## src/rtl/scc_pkg.sv

```systemverilog
// Shared definitions for the SCC core front end: datapath widths, reset PC,
// sequential fetch step and the layout of one buffered fetch entry.
package scc_pkg;

  localparam int unsigned SCC_XLEN    = 32;
  localparam int unsigned SCC_INST_W  = 32;
  localparam logic [SCC_XLEN-1:0] SCC_RESET_PC = 32'h0000_0000;
  localparam int unsigned SCC_PC_STEP = 4;

  // A fetch entry is {pc, inst}; offsets let flat 64-bit storage be sliced.
  localparam int unsigned SCC_ENT_W        = SCC_XLEN + SCC_INST_W;
  localparam int unsigned SCC_ENT_INST_LSB = 0;
  localparam int unsigned SCC_ENT_PC_LSB   = SCC_INST_W;

  typedef struct packed {
    logic [SCC_XLEN-1:0]   pc;
    logic [SCC_INST_W-1:0] inst;
  } scc_fetch_entry_t;

  // Instructions are word aligned, so the two low address bits are dropped.
  function automatic logic [SCC_XLEN-1:0] scc_align_pc(input logic [SCC_XLEN-1:0] pc);
    return pc & ~SCC_XLEN'(3);
  endfunction

endpackage

```

## src/rtl/scc_fetch_fifo.sv

```systemverilog
// Small synchronous FIFO holding fetched {pc, inst} entries between the
// instruction-memory response and decode. Flush wins over push and pop.
// While empty, the head output keeps showing the last value it presented.
module scc_fetch_fifo
  import scc_pkg::*;
#(
  parameter int unsigned DEPTH = 4,
  parameter int unsigned W     = SCC_ENT_W
) (
  input  logic                     clk,
  input  logic                     rst_n,
  input  logic                     push,
  input  logic                     pop,
  input  logic                     flush,
  input  logic [W-1:0]             din,
  output logic [$clog2(DEPTH):0]   count,
  output logic [W-1:0]             head
);

  localparam int unsigned PTR_W = $clog2(DEPTH);
  localparam int unsigned CNT_W = PTR_W + 1;
  localparam logic [CNT_W-1:0] FULL_CNT = CNT_W'(DEPTH);

  logic [W-1:0]     mem_q [DEPTH];
  logic [PTR_W-1:0] wr_ptr_q, wr_ptr_d;
  logic [PTR_W-1:0] rd_ptr_q, rd_ptr_d;
  logic [CNT_W-1:0] count_q, count_d;
  logic [W-1:0]     hold_q, hold_d;
  logic             do_push;
  logic             do_pop;

  // Qualify requests, advance pointers and count; flush resets everything.
  always_comb begin
    do_pop   = pop && (count_q != '0) && !flush;
    do_push  = push && !flush && ((count_q != FULL_CNT) || do_pop);
    wr_ptr_d = wr_ptr_q;
    rd_ptr_d = rd_ptr_q;
    count_d  = count_q;
    if (flush) begin
      wr_ptr_d = '0;
      rd_ptr_d = '0;
      count_d  = '0;
    end else begin
      if (do_push) wr_ptr_d = wr_ptr_q + PTR_W'(1);
      if (do_pop)  rd_ptr_d = rd_ptr_q + PTR_W'(1);
      if (do_push && !do_pop)      count_d = count_q + CNT_W'(1);
      else if (!do_push && do_pop) count_d = count_q - CNT_W'(1);
    end
  end

  // Head shows the oldest entry, or repeats the previous head when empty.
  always_comb begin
    head   = (count_q != '0) ? mem_q[rd_ptr_q] : hold_q;
    hold_d = head;
    count  = count_q;
  end

  // Pointer, count and held-head registers.
  always_ff @(posedge clk or negedge rst_n) begin
    if (!rst_n) begin
      wr_ptr_q <= '0;
      rd_ptr_q <= '0;
      count_q  <= '0;
      hold_q   <= '0;
    end else begin
      wr_ptr_q <= wr_ptr_d;
      rd_ptr_q <= rd_ptr_d;
      count_q  <= count_d;
      hold_q   <= hold_d;
    end
  end

  // Entry storage; never read while its slot is empty, so it needs no reset.
  always_ff @(posedge clk) begin
    if (do_push) mem_q[wr_ptr_q] <= din;
  end

endmodule

```

## src/rtl/scc_fetch_unit.sv

```systemverilog
// Instruction fetch stage feeding SCC decode. Owns the fetch PC, issues
// requests to instruction memory, buffers returned words with their PCs and
// restarts from a new PC on redirect.
//
// Decode handshake: inst_valid is high whenever the FIFO holds an entry and
// does not depend on inst_ready; inst/inst_pc are stable while inst_valid is
// high and not accepted; a transfer happens on a rising edge where
// inst_valid && inst_ready, and the head entry is then retired exactly once.
module scc_fetch_unit
  import scc_pkg::*;
#(
  parameter int unsigned          DEPTH    = 4,
  parameter logic [SCC_XLEN-1:0]  RESET_PC = SCC_RESET_PC,
  parameter int unsigned          PC_STEP  = SCC_PC_STEP
) (
  input  logic                  clk,
  input  logic                  reset,
  output logic [SCC_XLEN-1:0]   in_mem_addr,
  output logic                  in_mem_en,
  input  logic [SCC_INST_W-1:0] in_mem,
  input  logic                  redirect_valid,
  input  logic [SCC_XLEN-1:0]   redirect_pc,
  output logic                  inst_valid,
  output logic [SCC_INST_W-1:0] inst,
  output logic [SCC_XLEN-1:0]   inst_pc,
  input  logic                  inst_ready
);

  localparam int unsigned CNT_W = $clog2(DEPTH) + 1;
  localparam logic [CNT_W:0] DEPTH_W = (CNT_W + 1)'(DEPTH);

  logic                  run_q, run_d;
  logic                  pend_q, pend_d;
  logic [SCC_XLEN-1:0]   fetch_pc_q, fetch_pc_d;
  logic [SCC_XLEN-1:0]   pc_q, pc_d;

  logic [CNT_W-1:0]      fifo_count;
  logic [SCC_ENT_W-1:0]  fifo_head;
  logic [CNT_W:0]        in_flight;
  logic                  issue;
  logic                  fifo_push;
  logic                  fifo_pop;
  scc_fetch_entry_t      push_entry;

  // Issue from registered state only: entries held plus the one in flight
  // must leave room, so every response always has a FIFO slot.
  always_comb begin
    in_flight   = {1'b0, fifo_count} + {{CNT_W{1'b0}}, pend_q};
    issue       = run_q && (in_flight < DEPTH_W);
    in_mem_en   = issue;
    in_mem_addr = fetch_pc_q;
  end

  // Next fetch PC, issued-address capture and response tracking; a redirect
  // overrides the sequential step and drops the outstanding response.
  always_comb begin
    run_d      = 1'b1;
    fetch_pc_d = fetch_pc_q;
    pc_d       = pc_q;
    pend_d     = issue;
    if (issue) begin
      fetch_pc_d = fetch_pc_q + SCC_XLEN'(PC_STEP);
      pc_d       = fetch_pc_q;
    end
    if (redirect_valid) begin
      fetch_pc_d = scc_align_pc(redirect_pc);
      pend_d     = 1'b0;
    end
  end

  // Fetch control registers.
  always_ff @(posedge clk or negedge reset) begin
    if (!reset) begin
      run_q      <= 1'b0;
      pend_q     <= 1'b0;
      fetch_pc_q <= RESET_PC;
      pc_q       <= RESET_PC;
    end else begin
      run_q      <= run_d;
      pend_q     <= pend_d;
      fetch_pc_q <= fetch_pc_d;
      pc_q       <= pc_d;
    end
  end

  // Response capture and decode-side handshake.
  always_comb begin
    push_entry.pc   = pc_q;
    push_entry.inst = in_mem;
    fifo_push       = pend_q && !redirect_valid;
    inst_valid      = (fifo_count != '0);
    fifo_pop        = inst_valid && inst_ready;
    inst            = fifo_head[SCC_ENT_INST_LSB +: SCC_INST_W];
    inst_pc         = fifo_head[SCC_ENT_PC_LSB +: SCC_XLEN];
  end

  scc_fetch_fifo #(
    .DEPTH (DEPTH),
    .W     (SCC_ENT_W)
  ) u_fifo (
    .clk   (clk),
    .rst_n (reset),
    .push  (fifo_push),
    .pop   (fifo_pop),
    .flush (redirect_valid),
    .din   (push_entry),
    .count (fifo_count),
    .head  (fifo_head)
  );

endmodule

```

## config.mk

```make
export PLATFORM = sky130hd
export DESIGN_NAME = scc_fetch_unit
export DESIGN_NICKNAME = d
export VERILOG_FILES = /design/src/rtl/scc_pkg.sv /design/src/rtl/scc_fetch_fifo.sv /design/src/rtl/scc_fetch_unit.sv
export SDC_FILE = /design/constraint.sdc
export NUM_CORES = 1
export LEC_CHECK = 0
export CAP_MARGIN = 20
export CORE_AREA = 2 2 175 177
export CTS_CLUSTER_DIAMETER = 150
export CTS_CLUSTER_SIZE = 14
export DETAILED_ROUTE_END_ITERATION = 12
export DIE_AREA = 0 0 177 179
export GPL_ROUTABILITY_DRIVEN = 0
export PLACE_DENSITY = 0.72
export SYNTH_ARGS = -nofsm -noshare
export SYNTH_HDL_FRONTEND = slang
export SYNTH_SLANG_ARGS = --single-unit
```

## constraint.sdc

```tcl
create_clock -name clk -period 3.5 [get_ports clk]
set_input_delay 0.525 -clock clk [delete_from_list [all_inputs] [get_ports clk]]
set_output_delay 0.525 -clock clk [all_outputs]
set_load 0.02 [all_outputs]
```

==> metrics.cfg, run 1 <==
[global_route]
antenna_found_initial = 2
grt.total_usage = 0.187
grt_pass1_wl_um = 45600
grt_overflow_total = 0
grt_pass1_vias = 8136
grt_max_degree = 69

[finish]
final_cell_mix = edfxtp_1 (248), nand2_1 (236), clkdlybuf4s50_1 (159), dfrtp_1 (131), mux4_2 (62)
syn_to_final_growth_pct = 20.5
drive_gt1_frac = 0.133
finalNetCount = 1167
final_cells = 1514
final_common_cell = edfxtp_1

[setup_path]
critPathRequiredTime_ns = 2.97
cp_max_fo = 13
start_kind = register
crit_type = reg -> out
crit_path_end_kind = primary output
cp.arrival_ns = 2.74

[drt]
wl_per_cell_um = 19.2
dr.pass1.iters = 5
vias = 7997
vias_per_cell = 5.28
drt_iter0_markers = 534
postRouteWirelength_um = 29100
drc_errors = 0
ant_nets = 0

[power]
peakVddDrop_mv = 0.503
p_per_area_mw_per_mm2 = 814
leakagePower_nw = 6.45

[sta]
grt_setup_unrepaired = no
fmax_ghz = 0.307
setup-tns-final_ns = 0
layout_setup_ws_ns = 0.238
final_hold_viol_count = 0
fin_worst_skew_ns = 0.0180
maxSlewHeadroom = 0.327
holdWs_ns = 0.464
setup_violations = 0
period_needed_ns = 3.26
slew_violations = 0
min_period_over_period = 0.932
worst_pin_slew_ns = 1.01

[synth]
yosysSeqAreaShare = 0.733
yosys_warnings = 0
synth_area_leaders = edfxtp_1 (51%), dfrtp_1 (23%), mux4_2 (9.5%)
netlist_area_mm2 = 0.0147
synthDominantCellAreaShare = 0.506
synth_cell_types = 41
yosysTopAreaCell = edfxtp_1
syn_avg_cell_area_um2 = 15.9
ys_ff_latch = 381
synth_cells = 927

[clock_tree]
clock-sinks = 381
clockBufferDepth = 3
ctsResizeCount = 0
cts_inserted_buffers = 31
h-tree-depth = 1
clock-root-buffer = clkbuf_16
cts_tree = done
clk_latency_ns = 0.56
path_clk_slew_ns = 0.06

[floorplanning]
die-area_mm2 = 0.0317
fp.dieW_um = 177
die_y_um = 179
io_pins = 166
rows = 64
initial_core_util = 0.490
core_mm2 = 0.0300

[flow_run]
maxCapViolations = 0

[placed_design]
io_buffers = 161
dp.cells = 1454
pre_cts_ws_ns = 0.573
dp_hpwl_um = 17800

[min_path]
hold_path.class = reg -> reg

[outcome]
status = complete, no violations

==> routing by layer <==
metal,share of wire,track usage,vias up,wire [um]
li1,-,-,3712,-
met1,0.46,0.265,4017,13300
met2,0.47,0.301,228,13500
met3,0.063,0.0375,40,1820
met4,0.016,0.0430,0,470
met5,0,0,-,0
==> final cells by class <==
type	count	area, um2
antenna	1	2.50
clock inverter	1	16.3
clock buffer	56	870
inverter	10	37.5
tap	396	495
timing repair buffer	178	1800
sequential	381	10800
multi-input combinational	491	3720
fill	2323	12300
==> per-stage QoR <==
step	util	instance area, um2	power (mW)
after floorplan	-	14700	9.09
after global placement	0.560	16800	11.3
after detailed placement	0.560	16800	11.4
after CTS	0.590	17700	14.6
after global routing	0.590	17700	15.2
final	0.590	17700	14.4
==> sequential cells by signal (all words and copies together) (netlist names) <==
signal           cells
in_mem_addr         30
pc_q                30
pend_q               1
run_q                1
u_fifo.count         3
u_fifo.hold_q       64
u_fifo.mem_q       248
u_fifo.rd_ptr_q      2
u_fifo.wr_ptr_q      2
==> critical path, cell delays in order, from the launching register on <==
cell and delay (ns):
dfrtp_4 0.63, buf_4 0.32, mux4_2 0.55, nand2_1 0.08
nand2_1 0.07, clkdlybuf4s50_1 0.54
==> final timing paths <==
path / startpoint / cells past startpoint / endpoint / slack (ns)
max: u_fifo.rd_ptr_q[0] / 5 / inst_pc[20] / 0.24
min: u_fifo.hold_q[35] / 2 / u_fifo.hold_q[35] / 0.46
max reg2reg: u_fifo.count[2] / 8 / u_fifo.count[2] / 0.96
min reg2reg: u_fifo.hold_q[35] / 2 / u_fifo.hold_q[35] / 0.46
max in group asynchronous: reset / 3 / pc_q[3] / 2.25
min in group asynchronous: reset / 2 / u_fifo.hold_q[4] / 0.54
==> timing repair <==
item	in CTS	in global routing
hold buffers	1	0
endpoints found under the hold margin	41	0
endpoints found under the setup margin	3	0
setup buffers	1	0
==> report_power, final <==
group          internal [mW]  switching, mW  total [mW]
Sequential              5.61          0.438        6.05
Clock                   1.67           1.49        3.16
Combinational           2.34           2.87        5.21
==> synth_stat cells, drive strengths merged <==
| cell | number |
|---|---|
| o32a | 1 |
| and3 | 6 |
| nand4b | 1 |
| dfrtp | 133 |
| nor4b | 1 |
| mux4 | 62 |
| nand3 | 13 |
| mux2 | 27 |
| nand4 | 8 |
| ha | 5 |
| and3b | 1 |
| nand3b | 1 |
| a211oi | 1 |
| clkbuf | 23 |
| nor4 | 8 |
| nand2 | 236 |
| a21o | 1 |
| conb | 2 |
| nor3 | 11 |
| inv | 10 |
| xnor2 | 21 |
| and2 | 7 |
| o21ai | 36 |
| and4b | 1 |
| nor2 | 12 |
| mux2i | 2 |
| o31ai | 1 |
| edfxtp | 248 |
| a21oi | 2 |
| fa | 1 |
| xor2 | 12 |
| buf | 23 |
| nor2b | 3 |
| or4b | 1 |
| and4 | 6 |
==> logic make-up after synthesis <==
family                     Yosys count  synth area share
and+or+nand+nor                    316            0.0927
AOI/OAI and AO/OA                   42            0.0151
DFF                                381             0.733
buffers and inverters               56            0.0165
muxes                               91             0.117
adders and majority gates            6           0.00561
other                                2          0.000511
xor gates and xnor gates            33            0.0197
No activity file was read; power rests on OpenSTA's default activity.
==> run 2: changes to the inputs <==
CTS_CLUSTER_DIAMETER = 200   (was 150)
HOLD_SLACK_MARGIN = 0.15   (was unset)
==> results of run 2 <==
The final DEF is identical to that of run 1; final timing and power are the same.
==> run 3: changes to the inputs <==
TNS_END_PERCENT = 30   (was unset)
clock period = 4.18 ns   (was 3.5 ns; I/O delays follow)
==> run 3 against run 2 <==
Against the previous run:
- hold slack worse by 0.31 ns
- critical path depth unchanged
- sequential share of layout area about the same
- flip-flop and latch count unchanged
- cell area about the same
- total power down 16%
- combinational power down 17%
- clock skew down 0.0044 ns
- register-to-register slack better by 0.81 ns
- via count up 0.51%
- setup slack better by 0.35 ns
- count of clock-buffer cells in the layout unchanged
- critical endpoint is now inst_pc[11]
==> metrics.cfg, run 3 (synthesized netlist as in run 1, its figures left out) <==
[outcome]
status = complete, no violations

[clock_tree]
ctsHoldBuffers = 0  ; -1
cts_setup_buffers = 0  ; -1
ctsResizeCount = 0  ; unchanged
cts_tree = done
cts_inserted_buffers = 31  ; unchanged
clk_latency_ns = 0.55  ; about the same
clock-sinks = 381  ; unchanged
clock-root-buffer = clkbuf_16
h-tree-depth = 1  ; unchanged
clockBufferDepth = 3  ; unchanged
path_clk_slew_ns = 0.07  ; about the same

[floorplanning]
die_y_um = 179  ; unchanged
fp.dieW_um = 177  ; unchanged
io_pins = 166  ; unchanged
core_mm2 = 0.0300  ; unchanged
die-area_mm2 = 0.0317  ; unchanged
rows = 64  ; unchanged
initial_core_util = 0.490  ; unchanged

[drt]
vias_per_cell = 5.32  ; +0.65%
drc_errors = 0  ; unchanged
ant_nets = 0  ; unchanged
drt_iter0_markers = 664  ; +24%
dr.pass1.iters = 5  ; unchanged
vias = 8038  ; +0.51%
postRouteWirelength_um = 29500  ; +1.4%
wl_per_cell_um = 19.5  ; +1.5%

[setup_path]
critPathRequiredTime_ns = 3.55  ; +0.58 ns
start_kind = register
crit_path_end_kind = primary output
critPathMaxStageDelay_ns = 0.77  ; +0.14 ns
crit_chain = buf_4, mux4_2, nand2_1, nand2_1, clkdlybuf4s50_1
cp.arrival_ns = 2.97  ; +0.23 ns
crit_type = reg -> out
cp_max_fo = 26  ; +13
slowest_stage = dfrtp_4
cpMostUsedCell = nand2_1

[sta]
maxSlewHeadroom = 0.441  ; +0.114
fin_worst_skew_ns = 0.0136  ; -0.00439 ns
setup-tns-final_ns = 0  ; unchanged
worst_pin_slew_ns = 0.839  ; -0.171 ns
min_period_over_period = 0.860
setup_violations = 0  ; unchanged
period_needed_ns = 3.59
final_hold_viol_count = 0  ; unchanged
slew_violations = 0  ; unchanged
fmax_ghz = 0.278
grt_setup_unrepaired = no
holdWs_ns = 0.154  ; -0.310 ns

[power]
combinationalPowerShare = 0.359  ; -0.002
clockPowerShare = 0.219  ; about the same
p_sw_mw = 4.02  ; -16%
peakVddDrop_mv = 0.411  ; -18%
leakagePower_nw = 6.45  ; about the same
swShare = 0.334  ; +0.000848
intPower_mw = 8.02  ; -17%
p_per_area_mw_per_mm2 = 680  ; -16%
p_seq_frac = 0.422  ; +0.003

[global_route]
grt_pass1_vias = 8143  ; +0.086%
grt.total_usage = 0.187  ; +0.000725
antenna_found_initial = 0  ; -2
grt_pass1_wl_um = 45500  ; -0.21%
grt_max_degree = 81  ; +17%
grt_overflow_total = 0  ; unchanged

[placed_design]
dp_hpwl_um = 18200  ; +2.4%
io_buffers = 161  ; unchanged

[finish]
syn_to_final_growth_pct = 20.5  ; about the same
largest_reg_flops = 248  ; unchanged
final_common_cell = edfxtp_1
drive_gt1_frac = 0.134  ; about the same
nFillCells = 2272  ; -2.2%
finalNetCount = 1166  ; -0.086%
insertedDiodeCount = 0  ; -1
largest_registers = u_fifo.mem_q x248, u_fifo.hold_q x64
final_cell_mix = edfxtp_1 (248), nand2_1 (236), clkdlybuf4s50_1 (159), dfrtp_1 (131), mux4_2 (62)
largest_register = u_fifo.mem_q

[min_path]
hold_path.class = in -> async

[flow_run]
maxCapViolations = 0  ; unchanged

run 3: per-stage QoR:
stage	total power [mW]	cell area [um2]	cells	utilization	setup slack, ns
global route	12.7	17700	1512	0.590	0.346
global placement	9.46	16800	1455	0.561	1.09
detailed placement	9.56	16800	1455	0.561	1.05
floorplan	7.61	14700	928	-	1.30
CTS	12.2	17700	1512	0.590	0.506
finish	12.0	17700	1512	0.590	0.586
run 3: power groups by stage:
| stage | registers, mW | clock network, mW | logic [mW] |
|---|---|---|---|
| floorplan | 5.00 | 0 | 2.61 |
| global placement | 5.13 | 0 | 4.33 |
| detailed placement | 5.17 | 0 | 4.38 |
| CTS | 5.09 | 2.71 | 4.40 |
| global route | 5.17 | 2.87 | 4.69 |
| finish | 5.09 | 2.64 | 4.32 |
run 3: final cells by class:
type / count / area, um2 / share of cell area
Clock buffer: 56 / 870 / 0.0491
Clock inverter: 1 / 16.3 / 0.000918
Inverter: 10 / 37.5 / 0.00212
Multi-Input combinational cell: 491 / 3720 / 0.210
Sequential cell: 381 / 10800 / 0.608
Tap cell: 396 / 495 / 0.0280
Timing Repair Buffer: 177 / 1800 / 0.102
run 3: critical path: cells and delay by family (launching register included):
family,cells,cell delay (ns)
buf+inv,2,0.96
flops,1,0.77
mux,1,0.53
simple gates,2,0.15
run 3: worst paths after layout:
| check | start | to | slack, ns | cells after the start |
|---|---|---|---|---|
| worst min register to register | u_fifo.hold_q[15] | u_fifo.hold_q[15] | 0.46 | 2 |
| worst max register to register | u_fifo.count[2] | u_fifo.count[2] | 1.77 | 6 |
| worst min-delay path | reset | u_fifo.hold_q[4] | 0.15 | 1 |
| min in group clk | u_fifo.hold_q[15] | u_fifo.hold_q[15] | 0.46 | 2 |
| worst max-delay path | u_fifo.rd_ptr_q[0] | inst_pc[11] | 0.59 | 5 |
| max in group asynchronous | reset | run_q | 3.22 | 2 |
run 3: per-layer routing:
layer / global-route usage / part of all wire / vias up
met5: 0 / 0 / -
met4: 0.0410 / 0.014 / 0
met2: 0.310 / 0.48 / 269
met1: 0.261 / 0.43 / 4013
met3: 0.0358 / 0.072 / 40
li1: - / - / 3716
